## src/rtl/pipe_hazard_ctrl.sv

```systemverilog
// Pipeline hazard controller: resolves data-memory waits, EX redirects and
// load-use hazards, with a wait timeout that traps into a sticky error state.
module pipe_hazard_ctrl (
  input  logic        clk,
  input  logic        rst,
  input  logic [4:0]  id_rs1,
  input  logic [4:0]  id_rs2,
  input  logic        id_uses_rs1,
  input  logic        id_uses_rs2,
  input  logic        id_valid,
  input  logic        ex_load,
  input  logic        ex_reg_write,
  input  logic [4:0]  ex_rd,
  input  logic        ex_redirect,
  input  logic [31:0] redirect_target,
  input  logic        dmem_req,
  input  logic        dmem_ack,
  output logic        pc_stall,
  output logic        if_id_stall,
  output logic        id_ex_stall,
  output logic        ex_mem_stall,
  output logic        if_id_flush,
  output logic        id_ex_flush,
  output logic        pc_redirect,
  output logic [31:0] pc_target,
  output logic [1:0]  state,
  output logic        err,
  output logic [15:0] stall_cycles,
  output logic [15:0] redirect_count
);

  localparam int unsigned ADDR_W = 32;
  localparam int unsigned WAIT_W = 8;
  localparam int unsigned CNT_W  = 16;

  typedef enum logic [1:0] {
    RUN      = 2'd0,
    MEM_WAIT = 2'd1,
    ERROR    = 2'd2
  } state_t;

  state_t              r_state;
  logic                r_pending;
  logic [ADDR_W-1:0]   r_target;
  logic [WAIT_W-1:0]   r_wait;
  logic                r_err;
  logic [CNT_W-1:0]    r_stall_cycles;
  logic [CNT_W-1:0]    r_redirect_count;

  logic                w_rs1_hit;
  logic                w_rs2_hit;
  logic                w_load_use;
  logic                w_mem_busy;
  logic                w_stall_all;
  logic                w_bubble;
  logic                w_redir;
  logic [ADDR_W-1:0]   w_redir_tgt;

  assign w_rs1_hit  = id_uses_rs1 && (id_rs1 == ex_rd);
  assign w_rs2_hit  = id_uses_rs2 && (id_rs2 == ex_rd);
  assign w_load_use = id_valid && ex_load && ex_reg_write && (ex_rd != 5'd0)
                      && (w_rs1_hit || w_rs2_hit);
  assign w_mem_busy = dmem_req && !dmem_ack;

  // Hazard decision for the current cycle; reset masks every action.
  always_comb begin
    w_stall_all = 1'b0;
    w_bubble    = 1'b0;
    w_redir     = 1'b0;
    w_redir_tgt = '0;
    if (!rst) begin
      case (r_state)
        RUN: begin
          if (w_mem_busy) begin
            w_stall_all = 1'b1;
          end else if (ex_redirect) begin
            w_redir     = 1'b1;
            w_redir_tgt = redirect_target;
          end else if (w_load_use) begin
            w_bubble = 1'b1;
          end
        end
        MEM_WAIT: begin
          if (!dmem_ack) begin
            w_stall_all = 1'b1;
          end else if (r_pending) begin
            w_redir     = 1'b1;
            w_redir_tgt = r_target;
          end else if (w_load_use) begin
            w_bubble = 1'b1;
          end
        end
        ERROR:   w_stall_all = 1'b1;
        default: w_stall_all = 1'b0;
      endcase
    end
  end

  assign pc_stall     = w_stall_all || w_bubble;
  assign if_id_stall  = w_stall_all || w_bubble;
  assign id_ex_stall  = w_stall_all;
  assign ex_mem_stall = w_stall_all;
  assign if_id_flush  = w_redir;
  assign id_ex_flush  = w_redir || w_bubble;
  assign pc_redirect  = w_redir;
  assign pc_target    = w_redir ? w_redir_tgt : '0;

  // State, deferred redirect, wait timer and saturating perf counters.
  always_ff @(posedge clk) begin
    if (rst) begin
      r_state          <= RUN;
      r_pending        <= 1'b0;
      r_target         <= '0;
      r_wait           <= '0;
      r_err            <= 1'b0;
      r_stall_cycles   <= '0;
      r_redirect_count <= '0;
    end else begin
      if (pc_stall && (r_stall_cycles != '1)) begin
        r_stall_cycles <= r_stall_cycles + CNT_W'(1);
      end
      if (pc_redirect && (r_redirect_count != '1)) begin
        r_redirect_count <= r_redirect_count + CNT_W'(1);
      end
      case (r_state)
        RUN: begin
          if (w_mem_busy) begin
            r_state <= MEM_WAIT;
            r_wait  <= '0;
            if (ex_redirect) begin
              r_pending <= 1'b1;
              r_target  <= redirect_target;
            end
          end
        end
        MEM_WAIT: begin
          if (dmem_ack) begin
            r_state   <= RUN;
            r_wait    <= '0;
            r_pending <= 1'b0;
          end else if (r_wait == '1) begin
            r_state <= ERROR;
            r_err   <= 1'b1;
          end else begin
            r_wait <= r_wait + WAIT_W'(1);
          end
        end
        ERROR:   r_state <= ERROR;
        default: r_state <= RUN;
      endcase
    end
  end

  assign state          = r_state;
  assign err            = r_err;
  assign stall_cycles   = r_stall_cycles;
  assign redirect_count = r_redirect_count;

endmodule

```

## config.mk

```make
export PLATFORM = sky130hd
export DESIGN_NAME = pipe_hazard_ctrl
export DESIGN_NICKNAME = d
export VERILOG_FILES = /design/src/rtl/pipe_hazard_ctrl.sv
export SDC_FILE = /design/constraint.sdc
export NUM_CORES = 1
export LEC_CHECK = 0
export ABC_CLOCK_PERIOD_IN_PS = 2500
export CELL_PAD_IN_SITES_DETAIL_PLACEMENT = 0
export CELL_PAD_IN_SITES_GLOBAL_PLACEMENT = 2
export CORE_UTILIZATION = 22
export DETAILED_ROUTE_END_ITERATION = 16
export PLACE_DENSITY_LB_ADDON = 0.08
export SYNTH_ARGS = -nofsm -noshare
export SYNTH_HDL_FRONTEND = slang
export SYNTH_SLANG_ARGS = --single-unit
```

## constraint.sdc

```tcl
create_clock -name clk -period 2.5 [get_ports clk]
set_clock_uncertainty 0.05 [all_clocks]
set_input_delay 0.5 -clock clk [delete_from_list [all_inputs] [get_ports clk]]
set_output_delay 0.5 -clock clk [all_outputs]
set_load 0.02 [all_outputs]
```

# Yosys cells after proc, flatten, opt, wreduce, memory -nomap -nowiden

Index checks and enable logic that the tools add are counted.

Register bits: 76
Input port bits: 57
Output and inout port bits: 74
Logic and storage cells: 80

Muxes and demuxes: 36
Reduce and logical (&&, ||, !) cells: 21
Bitwise logic cells: 1
Add/subtract/negate cells: 3
Eq/ne operators: 12

Operators by type and width:

| cell                    | count |
|---|---|
| $mux W32                | 6 |
| $pmux W32 S2            | 1 |
| $add A16 B1 Y16 const B | 2 |
| $ne A16 B16 Y1 const B  | 2 |
| $mux W8                 | 3 |
| $mux W1                 | 17 |
| $pmux W8 S2             | 1 |
| $eq A5 B5 Y1            | 2 |
| $logic_and A1 B1 Y1     | 9 |
| $reduce_and A3 Y1       | 3 |
| $add A8 B1 Y8 const B   | 1 |
| $eq A8 B8 Y1 const B    | 1 |
| $mux W2                 | 3 |
| $ne A2 B2 Y1 const B    | 3 |
| $ne A3 B3 Y1 const B    | 2 |
| $pmux W1 S2             | 3 |
| $pmux W2 S3             | 1 |
| $reduce_bool A5 Y1      | 1 |
| $reduce_and A4 Y1       | 1 |
| $logic_or A1 B1 Y1      | 3 |
| $pmux W1 S3             | 1 |
| $eq A2 B1 Y1 const B    | 1 |
| $eq A2 B2 Y1 const B    | 1 |
| $logic_not A2 Y1        | 1 |
| 4 further kinds         | 4 |

# Longest topological paths before layout

Gate-level depths: netlist of the first run.

Depth after elaboration: 11
Mapped depth: 10
Gate-level depth less buffers: 7

# Worst setup path before layout of the first run

Ideal clock, no wire load.

Kind: input port to output port
Start point: input ex_rd[0]
End point: output pc_stall
Cell stages on the path: 7
Path slack: -0.121 ns
Data required time: 1.950 ns
Arrival: 2.071 ns
Buffers on the path: 2
Cells stage by stage: nor4_1 a211oi_4 and2_1 a21oi_1 clkbuf_1 inv_1 buf_4

Longest elaborated chain between the ends: 10
Elaborated cells on any way between the ends: 16
Classes of those cells: eq/ne: 2; mux: 7; reduce/logical: 7

Ends and longest elaborated chain:

| what                                          | line   | source |
|---|---|---|
| from (decl)                                   | 13     | `input logic [4:0] ex_rd,` |
| $eq A5 B5 Y1, on equally long branches        | 59, 60 |  |
| $logic_and A1 B1 Y1, on equally long branches | 59, 60 |  |
| $logic_or A1 B1 Y1                            | 62     | `&& (w_rs1_hit \|\| w_rs2_hit);` |
| $logic_and A1 B1 Y1 (*)                       | 62     |  |
| $mux W1 (*)                                   | 79, 89 |  |
| $mux W1, on equally long branches             | 86, 76 |  |
| $mux W1, on equally long branches             | 84, 74 |  |
| $pmux W1 S2 (*)                               | 72     | `case (r_state)` |
| $mux W1 (*)                                   | 71     | `if (!rst) begin` |
| $logic_or A1 B1 Y1 (*)                        | --     |  |
| to (decl)                                     | 18     | `output logic pc_stall,` |

Mark *: on every way between the ends. The rest lies on a longest branch, timed or not.

# Worst setup path in the final report of the first run

Start point: input id_rs2[0]
End point: register r_stall_cycles[10] (netlist: stall_cycles[10])

Longest elaborated chain between the ends: 11
Elaborated cells on any way between the ends: 13
Classes of those cells: eq/ne: 1; mux: 7; reduce/logical: 5

Ends and longest elaborated chain:

| what                              | line   | source |
|---|---|---|
| from (decl)                       | 7      | `input logic [4:0] id_rs2,` |
| $eq A5 B5 Y1 (*)                  | 60     | `assign w_rs2_hit = id_uses_rs2 && (id_rs2 == ex_rd);` |
| $logic_and A1 B1 Y1 (*)           | 60     |  |
| $logic_or A1 B1 Y1 (*)            | 62     |  |
| $logic_and A1 B1 Y1 (*)           | 62     |  |
| $mux W1 (*)                       | 79, 89 |  |
| $mux W1, on equally long branches | 86, 76 |  |
| $mux W1, on equally long branches | 84, 74 |  |
| $pmux W1 S2 (*)                   | 72     |  |
| $mux W1 (*)                       | 71     |  |
| $logic_or A1 B1 Y1 (*)            | 99     | `assign pc_stall = w_stall_all \|\| w_bubble;` |
| $logic_and A1 B1 Y1 (*)           | 119    | `if (pc_stall && (r_stall_cycles != '1)) begin` |
| to (signal assigned)              | 120    | `r_stall_cycles <= r_stall_cycles + CNT_W'(1);` |
| to (decl)                         | 47     | `logic [CNT_W-1:0] r_stall_cycles;` |

Marked as above.
A chain may end at the register's enable or synchronous reset.

==> results of run 1 <==
## worst max-delay path, stage by stage
cell and delay, ps:
clkdlybuf4s50_1 420, xnor2_1 130, and2_0 170, buf_4 130
a222oi_1 490, buf_4 200, buf_4 110, nor3_4 40
buf_4 150, a21bo_2 210, a21oi_2 100
## power breakdown
group	total (mW)	switching [mW]	internal, mW
clock network	1.49	0.522	0.973
registers	1.25	0.0173	1.24
logic	0.489	0.254	0.235
## path summary, 6_finish.rpt
path,from,slack (ps),endpoint,cells after the start
setup / recovery,id_rs2[0],70,stall_cycles[10],11
hold / removal,r_target[12],400,r_target[12],2
hold reg to reg,r_target[12],400,r_target[12],2
setup reg to reg,state[1],170,stall_cycles[13],8
## cells by family (layout without fill, tap and decap cells)
logic type / after synthesis / count (layout) / synth area share
xor+xnor: 29 / 29 / 0.0667
simple gates: 225 / 225 / 0.277
compound gates: 118 / 118 / 0.195
fa+ha+maj: 3 / 3 / 0.00985
flops: 76 / 76 / 0.399
buf+inv: 40 / 202 / 0.0466
mux: 2 / 2 / 0.00525
## registers in the layout (all words and copies together) (netlist names)
register,count
state,2
stall_cycles,16
err,1
r_pending,1
r_wait,8
r_target,32
redirect_count,16
## per-layer routing
| metal | share of wire | up-vias | global-route usage |
|---|---|---|---|
| li1 | - | 2047 | - |
| met1 | 0.46 | 1866 | 0.180 |
| met2 | 0.46 | 78 | 0.246 |
| met3 | 0.054 | 17 | 0.0449 |
| met4 | 0.022 | 0 | 0.0644 |
| met5 | 0 | - | 0 |
## cell usage in the layout, fill, tap and decap left out, types with 3 or more instances in the layout
cell type,synthesis,routed
clkdlybuf4s50_1,0,73
a22oi_2,1,7
nand2_1,78,78
clkdlybuf4s15_2,0,3
bufinv_16,0,3
and3_1,6,6
inv_1,8,7
buf_6,2,5
a21oi_1,53,49
buf_2,1,34
ha_1,3,3
or3_1,15,14
a22oi_1,32,26
nand2b_1,4,4
clkbuf_16,0,9
a21oi_2,0,4
xor2_1,22,20
nor3_1,8,5
and2_1,6,4
nor2_1,61,59
nor4_1,4,3
o21ai_0,16,15
dfxtp_1,76,75
buf_4,3,48
buf_12,0,3
xnor2_1,7,7
nand3_1,14,14
nand4_1,17,17
dlygate4sd2_1,0,5
## what timing repair did
| action | 4_1_cts | 5_1_grt |
|---|---|---|
| pin swaps | 19 | 13 |
| endpoints found under the setup margin | 45 | 39 |
| buffers inserted | 4 | 0 |
| hold buffers | 0 | 0 |
| gates cloned | 2 | 0 |
| gates resized for setup | 222 | 20 |
## per-stage QoR
step                      cells  utilization
after floorplan             493            -
after global placement      854        0.335
after detailed placement    854        0.335
after CTS                   876        0.353
after global routing        875        0.355
final                       875        0.355
## layout make-up
| class | instances | area [µm²] | area share |
|---|---|---|---|
| flip-flops and latches | 76 | 1520 | 0.256 |
| inverters | 8 | 30.0 | 0.00504 |
| clock inverters | 5 | 100 | 0.0168 |
| well taps | 220 | 275 | 0.0462 |
| clock buffers | 11 | 233 | 0.0391 |
| multi-input cells | 377 | 2260 | 0.379 |
| repair buffers | 178 | 1540 | 0.258 |
==> out/metrics.yaml, run 1 <==
status:
  status: "complete, no violations"
yosys:
  synth_area_leaders: "dfxtp_1 40%, nand2_1 7.7%, a21oi_1 7.0%, a22oi_1 6.3%, nor2_1 6.0%"
  synth.most_common_cell: "nand2_1"
  yosys-top-cells-count: "78 x nand2_1, 76 x dfxtp_1, 61 x nor2_1"
  synthCells: 493
  ys_ff_latch: 76
  synth_fp_nets: 553
  synthArstFlopShare: 0
  yosysUniqueCellTypes: 45
  synth_area_um2: 3810
  synth-edff-count: 0
  yosysWarnings: 0
  synth.avg_cell_area_um2: 7.73
  yosysSeqAreaShare: 0.399
  yosysTopAreaCell: "dfxtp_1"
  synthFlopType: "dfxtp_1"
  synth_top_area_share: 0.399
floorplanning:
  die_height_um: 134
  design.die.area_um2: 17800
  placementRows: 47
  core_um2: 16800
  io_pins: 131
  die_width_um: 134
  start_util: 0.227
sta:
  setup_viol: 0
  fin_crit_sh: 0.971
  fin_hold_ws_ps: 405
  slew_viol_final: 0
  max_freq_ghz: 0.412
  final.setup.tns_ps: 0
  slew_headroom: 0.468
  fin_ws_ps: 73.5
  final_hold_viol_count: 0
  worst_pin_slew_ps: 798
  final.min_clock_period_ps: 2430
power:
  finalPower_mw: 3.24
  powerDensity_nw_per_um2: 544
  power_leakage_nw: 2.21
  ir_drop_mv: 0.344
placement:
  io_buffers: 130
  gp_congestion: 0.758
  pre_cts_ws_ps: -628
  postPlaceCellArea_um2: 5610
  post-dp-hpwl_mm: 8.61
routing:
  drc: 0
  drt_iter0_drc: 146
  ant_nets: 0
  wl_mm: 13.0
  vias_per_cell: 4.58
  drt-pass1-iter-count: 4
  vias: 4008
  post_drt_wl_per_cell_um: 14.9
global_route:
  grt_usage: 0.149
  grt_overflow: 0
  antenna_found_initial: 0
  grt_pass1_vias: 3929
  grt_max_degree: 67
  grt_pass1_wl_mm: 20.8
clocking:
  htreeDepth: 3
  cts_max_path_buffers: 2
  cts_root_buffer: "clkbuf_16"
  cts_tree: "yes"
  worstSkewPairLatency_ps: 340
  cts_sinks: 76
  clkTransAtPathRegs_ps: 60
  cts_made_buffers: 9
critical_path:
  crit_type: "in -> reg"
  cp.arrival_ps: 2650
  cp-end-kind: "flip-flop"
  path_max_fanout: 3
  startpoint_type: "primary input"
  worstPathRequired_ps: 2720
cells_and_area:
  area.growth.synth_to_final_pct: 56.3
  fillCellCount: 1779
  final_cell_area_um2: 5950
  fin_nets: 710
  drive_above_1_share: 0.220
  n_antenna_cell: 0
job:
  max-cap-violations: 0
hold_path:
  min_path_type: "reg -> reg"
Power figures use the tool's default switching activity.
==> inputs of run 2 (changes only) <==
--- a/config.mk
+++ b/config.mk
@@ -10,6 +10,7 @@
 export CELL_PAD_IN_SITES_GLOBAL_PLACEMENT = 2
 export CORE_UTILIZATION = 22
 export DETAILED_ROUTE_END_ITERATION = 16
+export GPL_TIMING_DRIVEN = 0
 export PLACE_DENSITY_LB_ADDON = 0.08
 export SYNTH_ARGS = -nofsm -noshare
 export SYNTH_HDL_FRONTEND = slang
==> constraint.sdc (replaced) <==
create_clock -name clk -period 2.5 [get_ports clk]
set_clock_uncertainty 0.05 [all_clocks]
set_input_delay 0.375 -clock clk [delete_from_list [all_inputs] [get_ports clk]]
set_output_delay 0.375 -clock clk [all_outputs]
set_load 0.02 [all_outputs]
==> out/metrics.yaml, run 2 (synthesis gave the netlist of run 1 again) <==
cells_and_area:
  n_antenna_cell: 0
  final_util: 0.346
  final_cell_mix: "78 x nand2_1, 78 x clkdlybuf4s50_1, 74 x dfxtp_1, 59 x nor2_1, 50 x a21oi_1"
  largest_register: "r_target"
  fin_nets: 705
  area.growth.synth_to_final_pct: 52.3
  largest_reg_flops: 32
  drive_above_1_share: 0.151
  fillCellCount: 1821
routing:
  wl_mm: 13.6
  post_drt_wl_per_cell_um: 15.7
  ant_nets: 0
  vias: 4019
  drc: 0
  drt-pass1-iter-count: 4
  vias_per_cell: 4.62
  drt_iter0_drc: 131
critical_path:
  cp_slowest_cell: "or4_4"
  cp-end-kind: "flip-flop"
  max_stage_delay_ps: 530
  worstPathRequired_ps: 2720
  worstPathBufferInverterCount: 3
  crit_family: "simple AND/OR/NAND/NOR gates"
  cp.arrival_ps: 2640
  crit_chain: "dlygate4sd2_1, xor2_1, nor4_2, buf_4, a222oi_1, or4_4, buf_6, or3_4, a21oi_2"
  crit_type: "in -> reg"
  startpoint_type: "primary input"
  path_max_fanout: 5
floorplanning:
  start_util: 0.227
  io_pins: 131
  core_um2: 16800
  die_height_um: 134
  die_width_um: 134
  placementRows: 47
  design.die.area_um2: 17800
global_route:
  grt_pass1_vias: 3933
  grt_pass1_wl_mm: 21.6
  grt_usage: 0.155
  grt_max_degree: 16
  grt_overflow: 0
  antenna_found_initial: 0
placement:
  io_buffers: 130
  pre_cts_ws_ps: -1220
  gp_congestion: 0.757
  post-dp-hpwl_mm: 9.78
sta:
  final_hold_viol_count: 0
  slew_headroom: 0.384
  rsz0062_at_grt: "false"
  worst_pin_slew_ps: 917
  final.min_clock_period_ps: 2420
  fin_ws_ps: 81.6
  fin_crit_sh: 0.967
  max_freq_ghz: 0.414
  slew_viol_final: 0
  fin_hold_ws_ps: 406
  setup_viol: 0
power:
  ir_drop_mv: 0.315
  power_leakage_nw: 2.09
  finalPower_mw: 2.98
  powerDensity_nw_per_um2: 514
clocking:
  htreeDepth: 3
  worstSkewPairLatency_ps: 340
  cts_made_buffers: 9
  cts_sinks: 76
  cts_tree: "yes"
  cts_max_path_buffers: 2
  cts_root_buffer: "clkbuf_16"
  clkTransAtPathRegs_ps: 60
  hold_buffers: 0
hold_path:
  min_path_type: "reg -> reg"
status:
  status: "complete, no violations"
job:
  max-cap-violations: 0
-- run 2: metrics by stage --
| step | std cells | cell area (µm²) | TNS, ps |
|---|---|---|---|
| floorplan | 493 | 3810 | 0 |
| global placement | 843 | 5390 | -56170 |
| detailed placement | 843 | 5390 | -57010 |
| CTS | 868 | 5860 | -19.3 |
| global route | 870 | 5800 | 0 |
| finish | 870 | 5800 | 0 |
-- run 2: power by group --
part           total (mW)  switching [mW]  internal (mW)
logic               0.459           0.252          0.206
registers            1.25          0.0172           1.23
clock network        1.27           0.586          0.687
total                2.98           0.856           2.13
-- run 2: worst reg2reg max path, delay by kind of cell, from the launching register on --
kind                   cells  cell delay [ps]
AOI/OAI and AO/OA          3              500
DFF                        1              320
and+or+nand+nor            3             1040
buffers and inverters      3              440
-- run 2: worst paths after layout --
kind	from	endpoint	slack, ps	cells after the start
max	ex_rd[2]	stall_cycles[15]	80	9
min	r_target[31]	r_target[31]	410	2
max reg2reg	state[1]	stall_cycles[15]	100	9
min reg2reg	r_target[31]	r_target[31]	410	2
-- run 2: area by class of cell --
| type | instances | area (µm²) | share of cell area |
|---|---|---|---|
| clock inverters | 7 | 58.8 | 0.0101 |
| multi-input cells | 377 | 2200 | 0.380 |
| flip-flops and latches | 76 | 1530 | 0.263 |
| inverters | 8 | 32.5 | 0.00561 |
| repair buffers | 142 | 1270 | 0.219 |
| plain buffers | 31 | 210 | 0.0362 |
| well taps | 220 | 275 | 0.0474 |
| clock buffers | 9 | 225 | 0.0388 |
-- run 2: layer usage --
metal  up-vias  global-route usage  part of all wire
li1       2026                   -                 -
met1      1905               0.207              0.48
met2        73               0.243              0.46
met3        15              0.0365             0.047
met4         0              0.0562             0.016
met5         -                   0                 0
-- run 2: what timing repair did --
action	CTS	global route
setup endpoints to repair	60	48
resized for setup	166	32
hold endpoints to repair	0	0
buffers inserted	7	3
pin swaps	11	8
gates cloned	2	0
